### src/rtl/write_back_arbiter_pkg.sv
// Shared types for the register-file write-back arbiter.
// Covers the write-back type codes and the MDU skid-buffer FSM states.
package write_back_arbiter_pkg;

  typedef enum logic [1:0] {
    WB_NORMAL = 2'd0,
    WB_LOAD   = 2'd1,
    WB_JAL    = 2'd2,
    WB_HICCUP = 2'd3
  } wb_type_e;

  typedef enum logic [1:0] {
    ST_EMPTY = 2'd0,
    ST_HELD  = 2'd1,
    ST_FORCE = 2'd2
  } arb_state_e;

endpackage

### src/rtl/write_back_arbiter_skid_buffer.sv
// One-entry holding register for a completed MDU result (rd + value).
// Accepts a result only when empty, and empties when the arbiter pops it.
module wb_skid_buffer
  import write_back_arbiter_pkg::*;
#(
  parameter int XLEN   = 32,
  parameter int REG_AW = 5
) (
  input  logic              clk,
  input  logic              rst_n,
  input  logic              in_valid,
  output logic              in_ready,
  input  logic [REG_AW-1:0] in_rd,
  input  logic [XLEN-1:0]   in_value,
  input  logic              pop,
  output logic [REG_AW-1:0] out_rd,
  output logic [XLEN-1:0]   out_value
);

  logic              valid_q, valid_d;
  logic [REG_AW-1:0] rd_q, rd_d;
  logic [XLEN-1:0]   value_q, value_d;

  // Load when empty; loading and popping are mutually exclusive because pop needs a full entry.
  always_comb begin
    in_ready = ~valid_q;
    valid_d  = valid_q;
    rd_d     = rd_q;
    value_d  = value_q;
    if (in_valid && !valid_q) begin
      valid_d = 1'b1;
      rd_d    = in_rd;
      value_d = in_value;
    end else if (pop) begin
      valid_d = 1'b0;
    end else begin
      valid_d = valid_q;
    end
  end

  always_ff @(posedge clk) begin
    if (!rst_n) begin
      valid_q <= 1'b0;
      rd_q    <= {REG_AW{1'b0}};
      value_q <= {XLEN{1'b0}};
    end else begin
      valid_q <= valid_d;
      rd_q    <= rd_d;
      value_q <= value_d;
    end
  end

  assign out_rd    = rd_q;
  assign out_value = value_q;

endmodule

### src/rtl/write_back_arbiter.sv
// Owns the single register-file write port: pipeline write-back has priority, a buffered
// MDU result is granted when the pipe is idle or after MAX_WAIT lost arbitrations.
module write_back_arbiter
  import write_back_arbiter_pkg::*;
#(
  parameter int XLEN     = 32,
  parameter int REG_AW   = 5,
  parameter int MAX_WAIT = 4
) (
  input  logic                  clk,
  input  logic                  rst_n,
  input  logic                  pipe_valid,
  input  logic [REG_AW-1:0]     pipe_rd,
  input  logic [XLEN-1:0]       pipe_value,
  output logic                  pipe_stall,
  input  logic                  issue_valid,
  input  logic [REG_AW-1:0]     issue_rd,
  input  logic                  mdu_valid,
  input  logic [REG_AW-1:0]     mdu_rd,
  input  logic [XLEN-1:0]       mdu_value,
  output logic                  mdu_ready,
  output logic                  rf_we,
  output logic [REG_AW-1:0]     rf_waddr,
  output logic [XLEN-1:0]       rf_wdata,
  output logic [2**REG_AW-1:0]  busy_mask
);

  localparam int              NREG    = 2**REG_AW;
  localparam int              CW      = $clog2(MAX_WAIT + 1);
  localparam logic [CW-1:0]   MAX_CNT = CW'(MAX_WAIT);

  arb_state_e        state_q, state_d;
  logic [CW-1:0]     wait_cnt_q, wait_cnt_d, wait_inc;
  logic              rf_we_q, rf_we_d;
  logic [REG_AW-1:0] rf_waddr_q, rf_waddr_d;
  logic [XLEN-1:0]   rf_wdata_q, rf_wdata_d;
  logic [NREG-1:0]   busy_q, busy_d;

  logic              buf_load, buf_pop;
  logic [REG_AW-1:0] buf_rd;
  logic [XLEN-1:0]   buf_value;
  logic              pipe_grant, mdu_grant, waw_drop;

  wb_skid_buffer #(.XLEN(XLEN), .REG_AW(REG_AW)) u_skid (
    .clk      (clk),
    .rst_n    (rst_n),
    .in_valid (buf_load),
    .in_ready (mdu_ready),
    .in_rd    (mdu_rd),
    .in_value (mdu_value),
    .pop      (buf_pop),
    .out_rd   (buf_rd),
    .out_value(buf_value)
  );

  assign buf_load = mdu_valid & mdu_ready;
  assign buf_pop  = mdu_grant | waw_drop;
  assign wait_inc = (wait_cnt_q == MAX_CNT) ? wait_cnt_q : wait_cnt_q + CW'(1);

  // Arbitration FSM; a pipe write to the buffered rd makes the buffered result stale.
  always_comb begin
    state_d    = state_q;
    wait_cnt_d = wait_cnt_q;
    pipe_grant = 1'b0;
    mdu_grant  = 1'b0;
    waw_drop   = 1'b0;
    pipe_stall = 1'b0;
    case (state_q)
      ST_EMPTY: begin
        pipe_grant = pipe_valid;
        wait_cnt_d = {CW{1'b0}};
        state_d    = buf_load ? ST_HELD : ST_EMPTY;
      end
      ST_HELD: begin
        if (pipe_valid) begin
          pipe_grant = 1'b1;
          if (pipe_rd == buf_rd) begin
            waw_drop   = 1'b1;
            state_d    = ST_EMPTY;
            wait_cnt_d = {CW{1'b0}};
          end else begin
            wait_cnt_d = wait_inc;
            state_d    = (wait_inc == MAX_CNT) ? ST_FORCE : ST_HELD;
          end
        end else begin
          mdu_grant  = 1'b1;
          state_d    = ST_EMPTY;
          wait_cnt_d = {CW{1'b0}};
        end
      end
      ST_FORCE: begin
        if (pipe_valid && (pipe_rd == buf_rd)) begin
          pipe_grant = 1'b1;
          waw_drop   = 1'b1;
        end else begin
          mdu_grant  = 1'b1;
          pipe_stall = pipe_valid;
        end
        state_d    = ST_EMPTY;
        wait_cnt_d = {CW{1'b0}};
      end
      default: begin
        state_d    = ST_EMPTY;
        wait_cnt_d = {CW{1'b0}};
      end
    endcase
  end

  // RF port and busy mask next values; rd 0 never writes and never marks busy.
  always_comb begin
    rf_we_d    = 1'b0;
    rf_waddr_d = rf_waddr_q;
    rf_wdata_d = rf_wdata_q;
    if (pipe_grant && (pipe_rd != {REG_AW{1'b0}})) begin
      rf_we_d    = 1'b1;
      rf_waddr_d = pipe_rd;
      rf_wdata_d = pipe_value;
    end else if (mdu_grant && (buf_rd != {REG_AW{1'b0}})) begin
      rf_we_d    = 1'b1;
      rf_waddr_d = buf_rd;
      rf_wdata_d = buf_value;
    end else begin
      rf_we_d = 1'b0;
    end

    busy_d = busy_q;
    if (buf_pop) begin
      busy_d[buf_rd] = 1'b0;
    end else begin
      busy_d = busy_q;
    end
    if (issue_valid && (issue_rd != {REG_AW{1'b0}})) begin
      busy_d[issue_rd] = 1'b1;
    end else begin
      busy_d[0] = 1'b0;
    end
  end

  always_ff @(posedge clk) begin
    if (!rst_n) begin
      state_q    <= ST_EMPTY;
      wait_cnt_q <= {CW{1'b0}};
      rf_we_q    <= 1'b0;
      rf_waddr_q <= {REG_AW{1'b0}};
      rf_wdata_q <= {XLEN{1'b0}};
      busy_q     <= {NREG{1'b0}};
    end else begin
      state_q    <= state_d;
      wait_cnt_q <= wait_cnt_d;
      rf_we_q    <= rf_we_d;
      rf_waddr_q <= rf_waddr_d;
      rf_wdata_q <= rf_wdata_d;
      busy_q     <= busy_d;
    end
  end

  assign rf_we     = rf_we_q;
  assign rf_waddr  = rf_waddr_q;
  assign rf_wdata  = rf_wdata_q;
  assign busy_mask = busy_q;

endmodule

### config.mk
export PLATFORM = sky130hd
export DESIGN_NAME = write_back_arbiter
export DESIGN_NICKNAME = d
export VERILOG_FILES = /design/src/rtl/write_back_arbiter_pkg.sv /design/src/rtl/write_back_arbiter_skid_buffer.sv /design/src/rtl/write_back_arbiter.sv
export SDC_FILE = /design/constraint.sdc
export NUM_CORES = 1
export LEC_CHECK = 0
export BUFFER_PORTS_ARGS = -buffer_cell sky130_fd_sc_hd__buf_4
export CORE_MARGIN = 2
export CORE_UTILIZATION = 37
export DETAILED_ROUTE_END_ITERATION = 12
export HOLD_SLACK_MARGIN = 0.06
export PLACE_DENSITY = 0.66
export SYNTH_ARGS = -nofsm -noshare
export SYNTH_HDL_FRONTEND = slang
export SYNTH_SLANG_ARGS = --single-unit
### constraint.sdc
create_clock -name clk -period 1.7 [get_ports clk]
set_input_delay 0.085 -clock clk [delete_from_list [all_inputs] [get_ports clk]]
set_output_delay 0.085 -clock clk [all_outputs]
set_load 0.02 [all_outputs]
==> results.tsv <==
stage	metric	value	unit
run_status	run_status	finished, violations left	
run_status	violations	setup timing	
global_route	grt_pass1_vias	5498	
floorplanning	fp.dieH	121	microns
sta	setup_slack	-195	ps
floorplanning	rows	42	
finish	fill_cells	1028	
sta	rsz0062_at_grt	yes	
critical_path	crit_family	compound AO/OA/AOI/OAI gates	
drt	wl	18600	microns
logic_synthesis	synth_nets	660	
floorplanning	fp.dieArea	14500	sq um
clock_network	clock_sinks	113	
global_route	grt_overflow_total	0	
critical_path	critical_path.slowest_cell	or3_4	
logic_synthesis	synth-main-ff-cell	dfxtp_1	
logic_synthesis	yosysSeqAreaShare	0.450	
finish	final_cell_area	8650	sq um
logic_synthesis	synth-seq-cells	113	
power_and_ir_drop	power_switching	0.00203	W
power_and_ir_drop	power_frac_clock	0.440	
power_and_ir_drop	peakVddDrop	0.817	mV
placement	placed_area	6560	sq um
clock_network	ctsHtreeMaxLevel	4	
sta	setup_viol	51	
drt	wl_per_cell	18.2	microns
drt	ant_nets	0	
clock_network	clk_latency	420	ps
finish	area_growth_syn_to_layout	72.1	%
sta	post-route-min-period	1890	ps
finish	antenna_cells	0	
worst_hold_path	hold_depth	3	
finish	layout.nets	923	
clock_network	clockBufferDepth	2	
power_and_ir_drop	seqPwrFrac	0.376	
floorplanning	io_pins	156	
placement	io_buffer_count	155	
critical_path	crit_type	reg2reg	
sta	tightest_slew	757	ps
critical_path	path_cells	buf_6, or3_4, o221ai_4, a31o_4, clkbuf_16, mux2i_1, a21oi_1	
clock_network	cts_buffers	17	
critical_path	crit_buf_inv	2	
power_and_ir_drop	comb_power_share	0.184	
global_route	grt_antenna_before_repair	0	
logic_synthesis	synth_edf_count	0	
critical_path	r2r_cells	7	
critical_path	crit_fanout	9	
global_route	grt_max_degree	64	
finish	final_layout_size_suffix_gt1_frac	0.353	
critical_path	crit_required	1990	ps
sta	hold_viol	0	
logic_synthesis	synthArstFlopShare	0	
power_and_ir_drop	p_sw_frac	0.263	
job	max-cap-violations	0	
clock_network	path_clk_slew	50	ps
sta	max_freq	528	MHz
logic_synthesis	synth.avg_cell_area	8.82	sq um
critical_path	endpoint_kind	flip-flop	
drt	drt_pass1_iterations	5	
sta	maxSlewHeadroom	0.494	
clock_network	clock-root-buffer	clkbuf_16	
critical_path	worstReg2RegStart	u_skid.out_rd[3]	
sta	fin_crit_sh	1.11	
drt	vias_per_cell	5.33	
drt	first_iter_violations	507	
critical_path	rrSetupSlack	-190	ps
worst_hold_path	holdPathEnd	wait_cnt_q[1]	
placement	dp_hpwl	10800	microns
logic_synthesis	syn_area	5030	sq um
critical_path	r2r_end	rf_waddr[3]	
power_and_ir_drop	p_int	0.00569	W
power_and_ir_drop	p_leak	3.80	nW
critical_path	crit_arrival	2180	ps
global_route	grt_pass1_wl	27500	microns
clock_network	tritoncts	yes	
worst_hold_path	hold_class	in2reg	
sta	slew_violations	0	
finish	fin_util	0.653	
floorplanning	core	13200	sq um
global_route	track_usage	0.241	
drt	route.detailed.drc	0	
logic_synthesis	synth_cell_types	43	
drt	via_count	5452	
critical_path	critPathMaxStageDelay	380	ps
worst_hold_path	hold_start	pipe_valid	
sta	skew	7.48	ps
logic_synthesis	synth_warnings	0	
power_and_ir_drop	p_per_area	892	nW/um^2
placement	gp_congestion	0.866	
logic_synthesis	synthCells	570	
floorplanning	die_x	121	microns
floorplanning	start_util	0.380	
critical_path	start_kind	flip-flop	
[cells by family after synthesis]
| family | Yosys count | synth area share |
|---|---|---|
| multiplexers | 39 | 0.0776 |
| flip-flops | 113 | 0.450 |
| AO/OA/AOI/OAI | 169 | 0.242 |
| adder cells (fa/ha/maj) | 6 | 0.0149 |
| AND/OR/NAND/NOR | 184 | 0.159 |
| buffers and inverters | 54 | 0.0478 |
| XOR/XNOR | 5 | 0.00871 |
[power by group through the flow]
stage / Combinational (W) / Sequential, W / Clock [W]
2_1_floorplan: 0.000456 / 0.00304 / 0
3_3_place_gp: 0.00104 / 0.00294 / 0
3_5_place_dp: 0.00106 / 0.00295 / 0
4_1_cts: 0.00127 / 0.00290 / 0.00341
5_1_grt: 0.00151 / 0.00292 / 0.00356
6_report: 0.00142 / 0.00290 / 0.00340
[flip-flops by register name, summed over array words and instances (netlist names)]
signal,cells
state_q,2
rf_we,1
wait_cnt_q,3
u_skid.out_value,32
rf_waddr,5
rf_wdata,32
u_skid.out_rd,5
busy_mask,32
u_skid.valid_q,1
[worst max path at each step]
stage / start / endpoint / slack [ps] / cells past startpoint
floorplan: u_skid.out_rd[2] / rf_wdata[16] / -60 / 8
global placement: state_q[0] / busy_mask[29] / -200 / 7
detailed placement: state_q[0] / busy_mask[1] / -320 / 7
CTS: u_skid.out_rd[4] / rf_wdata[13] / -90 / 7
global route: u_skid.out_rd[3] / rf_waddr[3] / -280 / 7
finish: u_skid.out_rd[3] / rf_waddr[3] / -190 / 7
[worst register-to-register path, cell delays in order, from the launching register on]
cell and delay, ps:
dfxtp_2 340, buf_6 110, or3_4 380, o221ai_4 200, a31o_4 230, clkbuf_16 210, mux2i_1 200, a21oi_1 90
[cells in the mapped netlist, types with 2 or more instances]
cell type    n  area [sq um]
a31oi_1      2          12.5
o21ai_0      9          45.0
nand3_1      3          15.0
dfxtp_1    113          2260
clkbuf_1    28           105
nor3_1       3          15.0
inv_1        8          30.0
buf_1        3          11.3
nand3b_1     3          22.5
o31ai_1      4          30.0
a32o_1       3          30.0
o311ai_1     8          70.1
a21oi_1     41           205
buf_2       12          60.1
o41ai_1     37           324
mux2i_1     39           390
or3_1        4          25.0
nand2_1    130           488
ha_1         6          75.1
a21boi_0    49           368
buf_6        3          33.8
xor2_1       5          43.8
and3_1       2          12.5
o211ai_1     8          60.1
nor2_1      18          67.6
nor2b_1      4          25.0
nand2b_1     8          50.1
a211oi_1     2          15.0
[metrics by stage]
stage | TNS (ps) | cells | power, W | hold slack, ps | setup slack [ps]
4_1_cts | -2260 | 1008 | 0.00758 | 62.0 | -85.5
3_5_place_dp | -10610 | 888 | 0.00401 | 359 | -324
2_1_floorplan | -1670 | 570 | 0.00350 | 222 | -60.5
5_1_grt | -9290 | 1022 | 0.00799 | 116 | -279
6_report | -5750 | 1022 | 0.00772 | 87.7 | -195
3_3_place_gp | -6410 | 888 | 0.00398 | 348 | -199
[repair_timing]
| item | in CTS | in global routing |
|---|---|---|
| buffers inserted | 9 | 12 |
| endpoints found under the hold margin | 88 | 0 |
| hold buffers | 79 | 0 |
| cloned | 0 | 5 |
| gates resized for setup | 34 | 71 |
| pin swaps | 13 | 58 |
| setup endpoints to repair | 71 | 69 |
[layer usage]
| layer | global-route usage | up-vias | part of all wire |
|---|---|---|---|
| li1 | - | 2565 | - |
| met1 | 0.287 | 2578 | 0.41 |
| met2 | 0.411 | 260 | 0.48 |
| met3 | 0.0613 | 49 | 0.079 |
| met4 | 0.102 | 0 | 0.030 |
| met5 | 0 | - | 0 |
[cell type report]
| class | instances | area, sq um | share of cell area |
|---|---|---|---|
| repair buffers | 290 | 2540 | 0.294 |
| flip-flops and latches | 113 | 2280 | 0.263 |
| clock buffers | 27 | 513 | 0.0593 |
| clock inverters | 5 | 50.0 | 0.00578 |
| well taps | 176 | 220 | 0.0254 |
| inverters | 8 | 32.5 | 0.00376 |
| multi-input cells | 403 | 3020 | 0.348 |
[layout by cell type (no fill, tap or decap), types with 4 or more instances in the layout]
cell           synthesis  routed
buf_4                  0     189
nand2_1              130     129
dfxtp_1              113     107
dlygate4sd3_1          0      77
a21boi_0              49      41
a21oi_1               41      39
mux2i_1               39      37
o41ai_1               37      31
clkbuf_16              0      20
nor2_1                18      16
buf_6                  3      14
a21boi_1               1       8
o211ai_1               8       8
nand2b_1               8       7
o311ai_4               0       7
o41ai_2                0       6
clkbuf_8               0       5
clkbuf_1              28       5
inv_1                  8       4
o21ai_1                0       4
clkinv_2               0       4
buf_12                 0       4
Power figures use the tool's default switching activity.
